### src/rtl/ser_pkg.sv
// Shared definitions for the 64-to-32 word serializer: FSM state encoding and default beat width.
package ser_pkg;

    localparam int SER_BEAT_W = 32;

    localparam logic [1:0] ST_IDLE  = 2'd0;
    localparam logic [1:0] ST_BEAT0 = 2'd1;
    localparam logic [1:0] ST_BEAT1 = 2'd2;

    typedef enum logic [1:0] {
        IDLE  = ST_IDLE,
        BEAT0 = ST_BEAT0,
        BEAT1 = ST_BEAT1
    } ser_state_t;

endpackage

### src/rtl/ser_word_reg.sv
// Load-enable holding register for the captured word, cleared asynchronously by clr_n.
module ser_word_reg #(
    parameter int W = 64
) (
    input  logic         clk,
    input  logic         clr_n,
    input  logic         load,
    input  logic [W-1:0] d,
    output logic [W-1:0] q
);

    always_ff @(posedge clk or negedge clr_n) begin
        if (!clr_n) begin
            q <= '0;
        end else if (load) begin
            q <= d;
        end
    end

endmodule

### src/rtl/word_serializer_64.sv
// Splits each accepted 2*BEAT_W word into two BEAT_W beats with valid/ready on both sides.
// Optional build macro SER_HI_FIRST_EN sends the high half first; out_last still marks the second beat.
module word_serializer_64
    import ser_pkg::*;
#(
    parameter int BEAT_W = SER_BEAT_W,
    parameter int CNT_W  = 16
) (
    input  logic                clk,
    input  logic                clr_n,
    input  logic [2*BEAT_W-1:0] in_data,
    input  logic                in_valid,
    output logic                in_ready,
    output logic [BEAT_W-1:0]   out_data,
    output logic                out_valid,
    input  logic                out_ready,
    output logic                out_last,
    output logic [CNT_W-1:0]    words_sent,
    output ser_state_t          dbg_state
);

    // Handshake: a beat or word moves only on a rising edge where valid && ready;
    // the offering side keeps data/valid (and last) stable until that edge.

    ser_state_t          state_q;
    ser_state_t          state_d;
    logic [2*BEAT_W-1:0] word_q;
    logic [BEAT_W-1:0]   first_beat;
    logic [BEAT_W-1:0]   second_beat;
    logic                in_take;
    logic                out_take;
    logic [CNT_W-1:0]    words_sent_q;

`ifdef SER_HI_FIRST_EN
    assign first_beat  = word_q[2*BEAT_W-1:BEAT_W];
    assign second_beat = word_q[BEAT_W-1:0];
`else
    assign first_beat  = word_q[BEAT_W-1:0];
    assign second_beat = word_q[2*BEAT_W-1:BEAT_W];
`endif

    // BEAT1 passes out_ready straight through so a new word can follow with no bubble.
    assign in_ready  = clr_n && ((state_q == IDLE) || ((state_q == BEAT1) && out_ready));
    assign in_take   = in_valid && in_ready;
    assign out_valid = (state_q != IDLE);
    assign out_last  = (state_q == BEAT1);
    assign out_take  = out_valid && out_ready;

    ser_word_reg #(
        .W(2*BEAT_W)
    ) u_word_reg (
        .clk  (clk),
        .clr_n(clr_n),
        .load (in_take),
        .d    (in_data),
        .q    (word_q)
    );

    always_comb begin
        out_data = '0;
        case (state_q)
            BEAT0:   out_data = first_beat;
            BEAT1:   out_data = second_beat;
            default: out_data = '0;
        endcase
    end

    always_comb begin
        state_d = state_q;
        case (state_q)
            IDLE:    if (in_valid) state_d = BEAT0;
            BEAT0:   if (out_ready) state_d = BEAT1;
            BEAT1:   if (out_ready) state_d = in_valid ? BEAT0 : IDLE;
            default: state_d = IDLE;
        endcase
    end

    always_ff @(posedge clk or negedge clr_n) begin
        if (!clr_n) begin
            state_q <= IDLE;
        end else begin
            state_q <= state_d;
        end
    end

    always_ff @(posedge clk or negedge clr_n) begin
        if (!clr_n) begin
            words_sent_q <= '0;
        end else if (out_take && out_last) begin
            words_sent_q <= words_sent_q + CNT_W'(1);
        end
    end

    assign words_sent = words_sent_q;
    assign dbg_state  = state_q;

endmodule

### config.mk
export PLATFORM = sky130hd
export DESIGN_NAME = word_serializer_64
export DESIGN_NICKNAME = d
export VERILOG_FILES = /design/src/rtl/ser_pkg.sv /design/src/rtl/ser_word_reg.sv /design/src/rtl/word_serializer_64.sv
export SDC_FILE = /design/constraint.sdc
export NUM_CORES = 1
export LEC_CHECK = 0
export BUFFER_PORTS_ARGS = -buffer_cell sky130_fd_sc_hd__buf_2
export CORE_UTILIZATION = 55
export DETAILED_ROUTE_END_ITERATION = 12
export PLACE_DENSITY = 0.95
export RECOVER_POWER = 50
export SYNTH_ARGS = -nofsm -noshare
export SYNTH_HDL_FRONTEND = slang
export SYNTH_SLANG_ARGS = --single-unit
### constraint.sdc
create_clock -name clk -period 4.05 [get_ports clk]
set_input_delay 0.81 -clock clk [delete_from_list [all_inputs] [get_ports clk]]
set_output_delay 0.81 -clock clk [all_outputs]
set_load 0.005 [all_outputs]
==> results.md <==
* Critical path class: flop to output pin
* Setup TNS at 0 ps
* CTS tree: yes
* Die area at about 0.0076 mm²
* Final worst slack at 908 ps
* Worst Path Arrival at 2330 ps
* Cts repair resizes at 0
* VDD IR max at 361 µV
* Synth top area share at around half
* Core area at between 0.006 and 0.007 mm²
* Clk slew on worst S/H paths at 80 ps
* Initial DRC Count at 140
* Synth cell types at 27
* Starting Density at between 50% and 60%
* Crit path launch: dbg_state[0]
* Nets at 481
* HPWL Detailed at 5.86 mm
* N_diodes at 0
* Port Buffer Count at 120
* Max_cap viols at 1
* Fillers at roughly 500
* Die H at 87.2 µm
* Non-filler cells, final at around 510
* WL per Instance at approximately 17 µm
* Tot GR Track Use at between 20 and 25%
* Ports at 121
* DRC violations left at 0
* # rows at 30
* Power Total at 3.47 mW
* Worst r2r src: dbg_state[0]
* Worst Reg-to-Reg Cells at 6
* H-tree depth at 3
* Syn_nets at around 360
* Unrepaired setup endpoints after global routing: false
* YS warnings at 0
* Clock Sinks at 82
* First-pass GRT wire length at roughly 13 mm
* Clk_lat worst skew at between 300 and 400 ps
* Crit start category: flop
* Max Transition Viols Final at 83
* Worst slew pin tran at 2000 ps
* Initial antenna violation count at 0
* Pwr/cell area at 722 mW/mm²
* Post-CTS Setup Inserts at 0
* Vias at between 2k and 3k
* Synth area leaders: dfrtp_1 51%, mux2_4 23%, a22oi_1 6.0%, nor2b_1 5.2%, xnor2_1 2.4%
* Worst hold stages at 1
* Placement Cell Area at 0.00463 mm²
* Fmax at 0.318 GHz
* Routed WL at 8.49 mm
* Area Growth Syn to Fin at 20.4%
* Slew HR at -33.4%
* Cell count after synthesis at 289
* Final Hold Violating Endpoints at 0
* Synth Cell Area at 0.00400 mm²
* Post-synth top area cell: dfrtp_1
* WP data required at ~3200 ps
* Vias per cell at 5.27
* Vias in the first global route at 2816
* Setup crit end: out_data[15]
* Failing checks: max-capacitance violations, max-slew violations
* Placed instance count at 491
* Worst Hold Class: flop to flop
* Min cycle time layout at 3140 ps
* Largest net degree at the start of global routing at 83
* Final setup vio count at 0
* Root buf cell: clkbuf_8
* Clock buffer depth at 2
* Number of buffers created by CTS at 9
* Clock skew at 9.73 ps
* CP endpoint kind: output pin
* Tcrit/Tclk final at 77.6%
* Die width at 87.2 µm
* Synthesized area per cell at 13.8 µm²
* Outcome: finished with violations
* Worst slack, placed at 1270 ps
* Crit path max fanout at 19
* Synth Register Bits at 82
* Reg2reg end: u_word_reg.q[34]
* Cts hold-fix bufs at 0
* Detailed Routing Iterations Pass 1 at 4
* Placer Congestion at 0.800
* Seq/Total Area, Yosys at about half
* Routed Antenna Nets at 0
* Total grt overflow at 0
* Worst R2R Setup Slack at 1590 ps
* Final cell area excluding filler cells at 0.00481 mm²
* Leakage power at 2.49 nW
* Layout cell share with drive strength beyond 1 at 47.7%
state kept, by name (all words and copies together) (netlist names):
register and count:
u_word_reg.q 64, words_sent 16, dbg_state 2
cell usage after synthesis:
cell type / instances
a22oi_1: 32
nor2b_1: 33
xor2_1: 4
mux2_4: 60
and3_1: 2
nand2_1: 6
and4_1: 1
inv_1: 4
nand4_1: 2
a21oi_1: 2
nand2_4: 1
nand3b_1: 1
o31ai_1: 1
nor2b_2: 1
buf_2: 1
o22ai_1: 1
nor3_1: 1
clkbuf_1: 10
ha_1: 7
and2_1: 1
buf_6: 6
xnor2_1: 11
nor4_2: 1
nand3_1: 7
nor2_1: 5
mux2_2: 6
dfrtp_1: 82
per-layer routing:
layer	global-route usage, %	share of wire [%]	vias up
met3	5.69	5.0	11
met1	29.1	43	1318
met5	0	0	-
met2	40.1	51	94
met4	5.96	1.1	0
li1	-	-	1250
worst min-delay path by stage:
stage / from / end / slack (ps)
finish: words_sent[15] / words_sent[15] / 470
detailed placement: words_sent[15] / words_sent[15] / 460
floorplan: words_sent[15] / words_sent[15] / 470
global placement: words_sent[15] / words_sent[15] / 460
global route: words_sent[15] / words_sent[15] / 500
CTS: words_sent[15] / words_sent[15] / 480
cells in the final DEF (no fill, tap or decap), types with 2 or more instances in the layout:
master,count
a21oi_1,2
a22oi_1,32
and3_1,2
buf_2,109
buf_4,2
clkbuf_1,12
clkbuf_8,10
dfrtp_1,82
ha_1,7
inv_1,4
mux2_2,6
mux2_4,60
nand2_1,6
nand3_1,7
nand4_1,2
nor2_1,5
nor2b_1,33
xnor2_1,11
xor2_1,4
cell type report:
type | instances | area, µm² | share of cell area (%)
flip-flops and latches | 82 | 2050 | 42.6
multi-input cells | 186 | 1820 | 37.8
repair buffers | 123 | 611 | 12.7
clock buffers | 12 | 145 | 3.02
well taps | 96 | 120 | 2.50
clock inverters | 4 | 51.3 | 1.07
inverters | 4 | 15.0 | 0.312
per-stage QoR:
step | hold WS [ps] | util [%]
after floorplan | 468 | -
after global placement | 457 | 67.1
after detailed placement | 462 | 67.1
after CTS | 477 | 69.9
after global routing | 499 | 69.7
final | 472 | 69.7
power by group:
| part | switching, mW | internal [mW] | leakage, nW | total [mW] |
|---|---|---|---|---|
| Sequential | 0.236 | 1.17 | 0.996 | 1.41 |
| Combinational | 0.602 | 0.880 | 1.40 | 1.48 |
| Clock | 0.282 | 0.303 | 0.0966 | 0.584 |
cell families (layout without fill, tap and decap cells):
logic type / count (synthesis) / after routing / synth area share [%]
adders and majority gates: 7 / 7 / 2.19
buffers and inverters: 21 / 143 / 3.13
muxes: 66 / 66 / 24.2
DFF: 82 / 82 / 51.3
and+or+nand+nor: 62 / 62 / 9.20
AOI/OAI and AO/OA: 36 / 36 / 6.61
xor gates and xnor gates: 15 / 15 / 3.29
critical path, stage by stage (launching register included):
cell     delay (ps)
dfrtp_1         440
inv_1           130
ha_1            620
buf_4           360
a22oi_1         130
nor2b_1         180
buf_2           140
Power figures use the tool's default switching activity.
